$ cat src/rtl/reg_arbiter_if.sv
// reg_arbiter_if: requester-side bus of the shared-register arbiter (req/data in, grant/ack/status out).
interface reg_arbiter_if;
  logic [3:0]  req;
  logic [31:0] d;
  logic [3:0]  gnt;
  logic [3:0]  ack;
  logic [7:0]  q;
  logic        busy;
  logic [1:0]  last;
  modport master (output req, d, input gnt, ack, q, busy, last);
  modport slave (input req, d, output gnt, ack, q, busy, last);
endinterface

$ cat src/rtl/reg_arbiter.sv
// reg_arbiter: 4-way arbiter writing one shared 8-bit register through an IDLE/GRANT/ACK FSM.
// Define REG_ARBITER_RR_EN for round-robin arbitration; otherwise the lowest requesting index wins.
module reg_arbiter (
  input logic          clk,
  input logic          reset,
  reg_arbiter_if.slave bus
);
  typedef enum logic [1:0] {IDLE, GRANT, ACK} state_t;
  state_t     r_state, w_state_n;
  logic [3:0] r_gnt, w_gnt_n, r_ack, w_ack_n, w_rot;
  logic [7:0] r_q, w_q_n;
  logic [1:0] r_sel, w_sel_n, r_last, w_last_n, w_base, w_lo, w_win;
  logic       r_busy;
`ifdef REG_ARBITER_RR_EN
  logic [1:0] r_ptr;
  // Rotate so that bit 0 of w_rot is the requester the pointer names.
  assign w_rot = r_ptr == 2'd0 ? bus.req :
                 r_ptr == 2'd1 ? {bus.req[0], bus.req[3:1]} :
                 r_ptr == 2'd2 ? {bus.req[1:0], bus.req[3:2]} :
                                 {bus.req[2:0], bus.req[3]};
  assign w_base = r_ptr;
  always_ff @(posedge clk or negedge reset)
    if (!reset) r_ptr <= '0;
    else if (r_state == ACK) r_ptr <= r_sel + 2'd1;
`else
  assign w_rot  = bus.req;
  assign w_base = '0;
`endif
  assign w_lo  = w_rot[0] ? 2'd0 : w_rot[1] ? 2'd1 : w_rot[2] ? 2'd2 : 2'd3;
  assign w_win = w_base + w_lo;
  always_comb begin
    w_state_n = r_state;
    w_gnt_n   = r_gnt;
    w_ack_n   = '0;
    w_q_n     = r_q;
    w_sel_n   = r_sel;
    w_last_n  = r_last;
    case (r_state)
      IDLE: begin
        w_state_n = |bus.req ? GRANT : IDLE;
        w_sel_n   = |bus.req ? w_win : r_sel;
        w_gnt_n   = |bus.req ? 4'b0001 << w_win : 4'b0000;
      end
      GRANT: begin
        w_state_n = bus.req[r_sel] ? ACK : IDLE;
        w_q_n     = bus.req[r_sel] ? bus.d[{r_sel, 3'b000} +: 8] : r_q;
        w_ack_n   = bus.req[r_sel] ? r_gnt : 4'b0000;
        w_gnt_n   = bus.req[r_sel] ? r_gnt : 4'b0000;
      end
      ACK: begin
        w_state_n = IDLE;
        w_gnt_n   = '0;
        w_last_n  = r_sel;
      end
      default: begin
        w_state_n = IDLE;
        w_gnt_n   = '0;
      end
    endcase
  end
  always_ff @(posedge clk or negedge reset)
    if (!reset) begin
      r_state <= IDLE;
      r_gnt   <= '0;
      r_ack   <= '0;
      r_q     <= '0;
      r_sel   <= '0;
      r_last  <= 2'd3;
      r_busy  <= 1'b0;
    end else begin
      r_state <= w_state_n;
      r_gnt   <= w_gnt_n;
      r_ack   <= w_ack_n;
      r_q     <= w_q_n;
      r_sel   <= w_sel_n;
      r_last  <= w_last_n;
      r_busy  <= w_state_n != IDLE;
    end
  assign bus.gnt  = r_gnt;
  assign bus.ack  = r_ack;
  assign bus.q    = r_q;
  assign bus.busy = r_busy;
  assign bus.last = r_last;
  a_gnt_onehot: assert property (@(posedge clk) disable iff (!reset) $onehot0(r_gnt));
  a_ack_onehot: assert property (@(posedge clk) disable iff (!reset) $onehot0(r_ack));
  a_ack_in_gnt: assert property (@(posedge clk) disable iff (!reset) (r_ack & ~r_gnt) == 4'b0000);
endmodule

$ cat src/flat_wrapper.sv
// flat-port wrapper written by rule: the top's interface ports become plain ports
module reg_arbiter_flat 
  (clk, reset, bus_req, bus_d, bus_gnt, bus_ack, bus_q, bus_busy, bus_last);
  reg_arbiter_if bus_i ();
  input logic clk;
  input logic reset;
  input wire logic [$bits(bus_i.req)-1:0] bus_req;
  input wire logic [$bits(bus_i.d)-1:0] bus_d;
  output wire logic [$bits(bus_i.gnt)-1:0] bus_gnt;
  output wire logic [$bits(bus_i.ack)-1:0] bus_ack;
  output wire logic [$bits(bus_i.q)-1:0] bus_q;
  output wire logic [$bits(bus_i.busy)-1:0] bus_busy;
  output wire logic [$bits(bus_i.last)-1:0] bus_last;
  assign bus_i.req = bus_req;
  assign bus_i.d = bus_d;
  assign bus_gnt = bus_i.gnt;
  assign bus_ack = bus_i.ack;
  assign bus_q = bus_i.q;
  assign bus_busy = bus_i.busy;
  assign bus_last = bus_i.last;
  reg_arbiter u_core (.clk(clk), .reset(reset), .bus(bus_i));
endmodule
$ cat config.mk
export PLATFORM = sky130hd
export DESIGN_NAME = reg_arbiter_flat
export DESIGN_NICKNAME = d
export VERILOG_FILES = /design/src/rtl/reg_arbiter_if.sv /design/src/rtl/reg_arbiter.sv /design/src/flat_wrapper.sv
export SDC_FILE = /design/constraint.sdc
export NUM_CORES = 1
export LEC_CHECK = 0
export ABC_CLOCK_PERIOD_IN_PS = 2600
export BUFFER_PORTS_ARGS = -buffer_cell sky130_fd_sc_hd__clkbuf_2
export CAP_MARGIN = 10
export CORE_ASPECT_RATIO = 0.9
export CORE_UTILIZATION = 47
export DETAILED_ROUTE_END_ITERATION = 6
export HOLD_SLACK_MARGIN = 0.05
export PLACE_DENSITY = 0.82
export REMOVE_ABC_BUFFERS = 1
export SYNTH_ARGS = -nofsm -noshare
export SYNTH_HDL_FRONTEND = slang
export SYNTH_SLANG_ARGS = --single-unit
$ cat constraint.sdc
create_clock -name clk -period 2.6 [get_ports clk]
set_input_delay 0 -clock clk [delete_from_list [all_inputs] [get_ports clk]]
set_output_delay 0 -clock clk [all_outputs]
set_load 0.02 [all_outputs]
Word-level counts from Yosys, hierarchy flattened
Cells that the tools add are included.
{"block": "word_totals", "reg_bits": 23, "in_bits": 38, "output_inout_bits": 19, "wordCells": 29}
{"block": "classes", "magnitude_cmp": 1, "n_eq_ne": 2, "shift": 2, "n_mux": 12, "reduce_logical": 5}
{"cell": "$shiftx 32x6->8", "count": 1}
{"cell": "$mux 4", "count": 3}
{"cell": "$pmux 4 s2", "count": 1}
{"cell": "$mux 2", "count": 3}
{"cell": "$pmux 2 s2", "count": 1}
{"cell": "$reduce_and 2->1", "count": 2}
{"cell": "$reduce_or 4->1", "count": 1}
{"cell": "$shl 1x2->4 const A", "count": 1}
{"cell": "$lt 2x3->1 const B", "count": 1}
{"cell": "$mux 1", "count": 3}
{"cell": "$bmux 1 s2", "count": 1}
{"cell": "$eq 2x1->1 const B", "count": 1}
{"cell": "$eq 2x2->1 const B", "count": 1}
{"cell": "$logic_not 2->1", "count": 1}
{"cell": "$reduce_bool 2->1", "count": 1}

Depth between registers and ports, before layout
Gate-level depths: netlist of the first run.
{"block": "logic_depth", "word_depth": 6, "depth_mapped": 4, "depth_no_buf": 3}

Worst setup path after synthesis of the first run
OpenSTA, ideal clock, no wires.
{"block": "synth_path", "path_type": "flip-flop to flip-flop", "startpoint": "register u_core.r_state[1]", "endpoint": "register u_core.r_q[0] (netlist: u_core.bus.q[0])", "setup_ns": 0.125, "t_arrival_ns": 1.392, "required_ns": 2.475, "setup_slack_ns": 1.083, "path_stages_with_launch": 4, "n_path_buf": 0, "period_less_slack_ns": 1.517, "path_cell_list": "dfrtp_1 -> or3b_1 -> o22ai_4 -> mux2_2"}
{"block": "synth_via", "elab_chain_len": 2}
{"item": "start: declaration", "line_no": "reg_arbiter.sv:9", "source": "state_t r_state, w_state_n;"}
{"item": "start signal: assignment", "line_no": "reg_arbiter.sv:71", "source": "r_state <= w_state_n;"}
{"item": "$eq 2x1->1", "line_no": "reg_arbiter.sv:38", "source": "case (r_state)"}
{"item": "$reduce_and 2->1 (no source line)"}
{"item": "end signal: assignment", "line_no": "reg_arbiter.sv:74", "source": "r_q <= w_q_n;"}
{"item": "end: declaration", "line_no": "reg_arbiter.sv:11", "source": "logic [7:0] r_q, w_q_n;"}
Every way passes these cells.
A chain may end at the register's enable or synchronous reset.

Worst setup path after layout of the first run
{"block": "layout_path", "startpoint": "register u_core.r_sel[1]", "endpoint": "register u_core.r_q[1] (netlist: u_core.bus.q[1])"}
{"block": "layout_via", "elab_chain_len": 3, "elab_cells_between_ends": 4, "classes_between": "shift (1); mux (2); reduce/logical (1)"}
{"item": "start: declaration", "line_no": "reg_arbiter.sv:12", "source": "logic [1:0] r_sel, w_sel_n, r_last, w_last_n, w_base, w_lo, w_win;"}
{"item": "start signal: assignment", "line_no": "reg_arbiter.sv:75", "source": "r_sel <= w_sel_n;"}
{"item": "parallel branches: the longest is 3 deep, another holds $shiftx 32x6->8"}
Several ways; the timed one is not identified. The select of a mux whose other input is x is not followed.

==> results.md, run 1 <==
* Post-Synth Simple-Gate Area at 6.766%
* Internal power at 987.2 uW
* Share of cells above drive strength 1 at 63.16%
* Hold Path End: u_core.bus.q[0]
* Switching pwr at 645.1 uW
* Worst IR Drop VDD at 0.6037 mV
* Library cells used by synthesis at 23
* Initial antenna violation count at 0
* Final Skew at 0.002334 ns
* Nets at 172
* Reg-to-reg startpoint: u_core.r_sel[1]
* Reg clk slew, reported paths at between 0.1 and 0.15 ns
* Leak at 0.0007264 uW
* Async set-or-reset flop fraction in the synthesized netlist at 100.0%
* Final WS setup at ~0.63 ns
* Vias at 896
* Number of synthesized flops with an enable pin at 0
* Sequential Power Share at 39.0%
* Worst R2R Setup Slack at 0.63 ns
* Clock sinks at 23
* Skew-Pair Late Insertion Delay at 0.32 ns
* Clk buf depth at 2
* Final hold viol count at 0
* Multi-input logic area at around 480 sq um
* Dominant combinational cell family by area after synthesis: multiplexers
* Final setup viols at 0
* Multiplexer area fraction after synthesis at 28.67%
* R2R depth at 3
* Final instance area at 1464 sq um
* CTS tree: done
* Routed Antenna Nets at 0
* Critical path class: reg -> reg
* FF-to-FF End: u_core.bus.q[1]
* Total Power at 1632 uW
* Gpl congestion at about 0.7
* Vias in the first global route at a little over 800
* Synthesis-to-layout area growth at 34.17%
* FMAX at 0.5066 GHz
* Sequential fraction of the synthesis area at between 50% and 60%
* Drt drc at 0
* Hold-critical path depth at 3
* Vias per inst at roughly 5.6
* Hold/Removal Path Class: in -> reg
* Chip width at roughly 53 um
* Crit path launch type: register
* Yosys warnings at 0
* Drt first pass iters at 4
* Worst EP arrival at 2.19 ns
* Gr ovfl total at 0
* Data required, critical path at between 2 and 3 ns
* Most common cell after layout, fill and taps aside: clkbuf_2
* Detailed Route WL at 2.490 mm
* Largest net degree at the start of global routing at 24
* Max cap viols at 0
* Setup Buffers After CTS at 0
* GRT Util Overall at 20.53%
* XOR/XNOR Fraction of Synth Area at 0%
* Initial core utilization at 50.00%
* First-pass GRT wire length at 3.581 mm
* Sequential cell area at slightly below 600 sq um
* Fin crit period at 1.974 ns
* Num rows at 16
* # diodes at 0
* Critical Path Sink Type: register
* Worst Max-Slew Pin Slew at 0.5547 ns
* Status: finished, final reports clean
* Synth Flop Type: dfrtp_1
* Syn Inst Count at 70
* CP max FO at 18
* Post-synthesis instance area at 1091 sq um
* Die area at 2518 sq um
* CTS Buf Count at 3
* Hold Startpoint: bus_d[16]
* Setup TNS at 0 ns
* Slew headroom at 63.02%
* # IOs at 57
* Max-slew violations at 0
* Synthesized-area fraction occupied by adder cells at 0%
* Wire per inst at 15.56 um
* Clk pwr share at 10.3%
* Final Cycle Share at 75.92%
* Die Height at 47.71 um
* Pwr per Cell Area at between 1000 and 1500 nW/um^2
* Port buffer count at 56
* Core footprint at 2182 sq um
* Synth Area in Compound Gates at 8.486%
* Final Non-Filler Cells at 160
* DP Area at between 1000 and 1500 sq um
* Register bit total from synthesis at 23
* Most frequent cells in the layout: 56 x clkbuf_2, 21 x dfrtp_1, 10 x mux2_2, 8 x mux4_2, 5 x dlygate4sd3_1
* Fillers at 156
* Clock Tree Root: clkbuf_4
* Worst slack, placed at around 0.65 ns
* RSZ-0062 raised after global routing: false
* DRT iter0 DRCs at 10
* DP Cell Count at 151
* Syn avg cell area at 15.59 sq um
* Combinational Power Share at around half
* Switching Share at 39.52%
* CTS H-tree depth at 1
how the worst max path moves through the flow:
| stage | to | cells after the start | from | slack, ns |
|---|---|---|---|---|
| 2_1_floorplan | u_core.bus.q[0] | 3 | u_core.r_sel[0] | 0.85 |
| 3_3_place_gp | u_core.bus.q[2] | 3 | u_core.r_sel[1] | 0.71 |
| 3_5_place_dp | u_core.bus.q[1] | 3 | u_core.r_sel[1] | 0.65 |
| 4_1_cts | u_core.bus.q[7] | 3 | u_core.r_sel[1] | 0.64 |
| 5_1_grt | u_core.bus.q[0] | 3 | u_core.r_sel[1] | 0.57 |
| 6_report | u_core.bus.q[1] | 3 | u_core.r_sel[1] | 0.63 |
registers in the layout, indices dropped and copies added (netlist names):
register,flops
u_core.bus.q,8
u_core.bus.ack,4
u_core.bus.gnt,4
u_core.bus.last,2
u_core.r_sel,2
u_core.r_state,2
u_core.bus.busy,1
power groups by stage:
stage | sequential (uW) | combinational [uW] | clock (uW)
finish | 636 | 828 | 168
global route | 657 | 885 | 185
CTS | 634 | 836 | 174
detailed placement | 644 | 829 | 0
global placement | 628 | 795 | 0
floorplan | 781 | 425 | 0
stage by stage:
stage	hold slack [ns]	utilization (%)
2_1_floorplan	-0.2956	-
3_3_place_gp	0.004380	63.53
3_5_place_dp	0.01463	63.53
4_1_cts	0.1168	67.09
5_1_grt	0.1303	67.09
6_report	0.1196	67.09
logic make-up (layout without fill, tap and decap cells):
family / count (synthesis) / count (layout)
DFF: 23 / 23
muxes: 20 / 20
and+or+nand+nor: 13 / 13
AOI/OAI and AO/OA: 9 / 9
buffers and inverters: 5 / 68
worst max-delay path, cell delays in order (launching register included):
cell and delay (ns):
dfrtp_1 0.58, or3b_1 0.47, o22ai_4 0.43, mux2_2 0.40
final cells by class:
cell class | count | share of cell area (%)
Inverter | 2 | 0.5128
Clock inverter | 1 | 0.3419
Sequential cell | 23 | 39.49
Multi-Input combinational cell | 42 | 32.74
Tap cell | 27 | 2.308
Timing Repair Buffer | 62 | 23.08
Clock buffer | 3 | 1.538
per-layer routing:
layer	up-vias	GRT usage (%)	part of all wire [%]	routed length, um
met5	-	0	0	0
met4	0	12.63	3.0	75
met3	8	2.540	6.5	163
met2	42	38.48	53	1314
met1	448	22.70	38	937
li1	398	-	-	-
what timing repair did:
action	4_1_cts	5_1_grt
endpoints found under the setup margin	0	0
hold endpoints to repair	29	0
hold buffers	5	0
gates resized for setup	0	0
Yosys cell counts, types with 2 or more instances:
cell     instances  area (sq um)
a32o_1           3         30.03
and2_1           4         25.02
buf_6            2         22.52
dfrtp_1         21         525.5
dfstp_2          2         52.55
inv_1            2         7.510
mux2_2          10         112.6
mux2i_1          2         20.02
mux4_2           8         180.2
nor2_1           3         11.26
Note: power is estimated with default switching activity, not from simulation.
==> inputs of run 2 (changes only) <==
ABC_CLOCK_PERIOD_IN_PS = 1700   (was 2600)
CORE_UTILIZATION = 40   (was 47)
PLACE_DENSITY = 0.74   (was 0.82)
clock period = 1.7 ns   (was 2.6 ns; I/O delays follow)
==> run 2 against run 1 <==
Effect of this change:
- the flow now finishes with violations (design-rule violations)
- power increased by 61%
- utilization decreased by 6.3 points
- wire length decreased by 5.7%
- worst hold slack improved by 0.016 ns
- via count decreased by 1.3%
- sequential share of layout area decreased by 1.6 points
- global-route usage decreased by 2.5 points
- worst setup slack got worse by 0.57 ns
- non-clock buffer count increased by 8
- largest cell class unchanged
- largest power group unchanged
==> results.md, run 2 (synthesis gave the netlist of run 1 again) <==
* DRT iter0 DRCs at 20 (+10)
* Num rows at 17 (+1)
* Data required, critical path at 1.90 ns (-0.92 ns)
* Max reg flops at 8 (unchanged)
* Initial core utilization at 43.47% (-6.5 points)
* First-pass GRT wire length at 3.843 mm (+7.3%)
* Final setup viols at 0 (unchanged)
* Vias per inst at 5.231 (-6.6%)
* Reg clk slew, reported paths at 0.12 ns (about the same)
* Pwr per Cell Area at 1723 nW/um^2 (+55%)
* Synthesis-to-layout area growth at 39.91%
* Final Cycle Share at 96.81% (+21 points)
* Total Power at 2630 uW (+61%)
* Nets at 180 (+4.7%)
* Sequential Power Share at 34.9% (-4.1 points)
* Failing checks: design-rule violations
* Worst IR Drop VDD at 1.098 mV (+82%)
* Hold_ws at 0.1359 ns (+0.01633 ns)
* Vias at 884 (-1.3%)
* Slew headroom at 62.83% (-0.20 points)
* Final hold viol count at 0 (unchanged)
* Final Skew at 0.003983 ns (+0.001649 ns)
* Clock Tree Root: clkbuf_4
* Detailed Route WL at 2.348 mm (-5.7%)
* HPWL Detailed at roughly 1.9 mm
* Drt drc at 6 (+6)
* Max cap viols at 0 (unchanged)
* Share of cells above drive strength 1 at 65.25% (+2.1 points)
* Critical path class: reg -> reg
* Worst EP arrival at 1.84 ns (-0.35 ns)
* Hold/Removal Path Class: in -> reg
* CTS H-tree depth at 1 (unchanged)
* Die area at 2941 sq um (+17%)
* Critical Path Sink Type: register
* Status: finished with violations
* Switching pwr at 979.6 uW (+52%)
* Initial antenna violation count at 0 (unchanged)
* Switching Share at 37.25% (-2.3 points)
* Multi-input logic area at 481.7 sq um (+0.52%)
* Drt first pass iters at 6 (+2)
* Gr ovfl total at 0 (unchanged)
* Gpl congestion at 0.6693 (-4.4%)
* Most frequent cells in the layout: 56 x clkbuf_2, 21 x dfrtp_1, 10 x mux2_2, 9 x buf_4, 8 x mux4_2
* Largest net degree at the start of global routing at 24 (unchanged)
* Fillers at 199 (+28%)
* Leak at 0.0007645 uW (+5.3%)
* Skew-Pair Late Insertion Delay at 0.30 ns (-0.02 ns)
* Most common cell after layout, fill and taps aside: clkbuf_2
* Fin crit period at 1.646 ns (-0.3281 ns)
* Worst Max-Slew Pin Slew at 0.5576 ns (+0.002941 ns)
* FMAX at 0.6076 GHz (+20%)
* Max-slew violations at 0 (unchanged)
* # IOs at 57 (unchanged)
* Chip width at 57.05 um (+8.1%)
* # diodes at 0 (unchanged)
* Die Height at 51.55 um (+8.0%)
* CTS tree: done
* Sequential cell area at 578.1 sq um (unchanged)
* DP Area at 1440 sq um (+3.9%)
* Clock sinks at 23 (unchanged)
* CP max FO at 12 (-6)
* Final core utilization at 60.82% (-6.3 points)
* RSZ-0062 raised after global routing: true
* Port buffer count at 56 (unchanged)
* Final instance area at 1526 sq um (+4.3%)
* Routed Antenna Nets at 0 (unchanged)
* Combinational Power Share at 55.8% (+5.0 points)
* CTS Buf Count at 3 (unchanged)
* Internal power at 1650 uW (+67%)
* Clk pwr share at 9.3% (-1.0 points)
* Wire per inst at 13.89 um (-11%)
* Clk buf depth at 2 (unchanged)
* Worst R2R Setup Slack at 0.05 ns (-0.57 ns)
* Vias in the first global route at 897 (+9.7%)
* Core footprint at 2510 sq um (+15%)
* Final Non-Filler Cells at 169 (+5.6%)
* Crit path launch type: register
* GRT Util Overall at 17.99% (-2.5 points)
* DP Cell Count at 159 (+5.3%)
==> run 2: cell count changes in the layout (fill, tap and decap cells not counted) <==
cell      previous run  this run
buf_4                1         9
clkbuf_1             0         1
clkinv_2             1         0
or3b_1               1         0
or3b_4               0         1
==> run 2: critical path, stage by stage (launching register included) <==
cell and delay, ns:
dfrtp_1 0.41, or3b_4 0.41, o22ai_4 0.34, mux2_2 0.38
==> run 2: what timing repair did <==
item	4_1_cts	5_1_grt
hold endpoints to repair	29	0
resized for setup	0	1
buffers inserted	0	1
setup endpoints to repair	0	8
hold buffers	5	0
==> run 2: metrics by stage <==
stage	worst slack (ns)	TNS [ns]
after CTS	0.01666	0
after global placement	0.09303	0
final	0.05427	0
after floorplan	-0.05233	-0.4186
after detailed placement	0.03782	0
after global routing	-0.01588	-0.06750
==> run 2: cell type report <==
cell class              instances  area share (%)
well taps                      28           2.295
clock buffers                   4           1.721
inverters                       2          0.4918
multi-input cells              42           31.56
repair buffers                 70           26.07
flip-flops and latches         23           37.87
==> run 2: power by group through the flow <==
stage,registers [uW],clock network (uW),logic [uW]
floorplan,1200,0,650
global placement,917,0,1400
detailed placement,929,0,1440
CTS,921,253,1460
global route,948,276,1580
finish,918,244,1470
==> run 2: worst paths after layout <==
check	start	to	cells past startpoint
max	u_core.r_state[1]	u_core.bus.q[7]	3
min	bus_d[17]	u_core.bus.q[1]	3
max reg2reg	u_core.r_state[1]	u_core.bus.q[7]	3
min reg2reg	u_core.bus.q[3]	u_core.bus.q[3]	1
max in group asynchronous	reset	u_core.bus.last[1]	2
min in group asynchronous	reset	u_core.bus.gnt[2]	2
==> run 2: layer usage <==
layer	part of all wire, %	up-vias	GRT usage, %
met5	0	-	0
met4	1.2	0	4.472
met3	6.6	4	6.219
met2	51	33	32.55
met1	41	435	20.50
li1	-	412	-
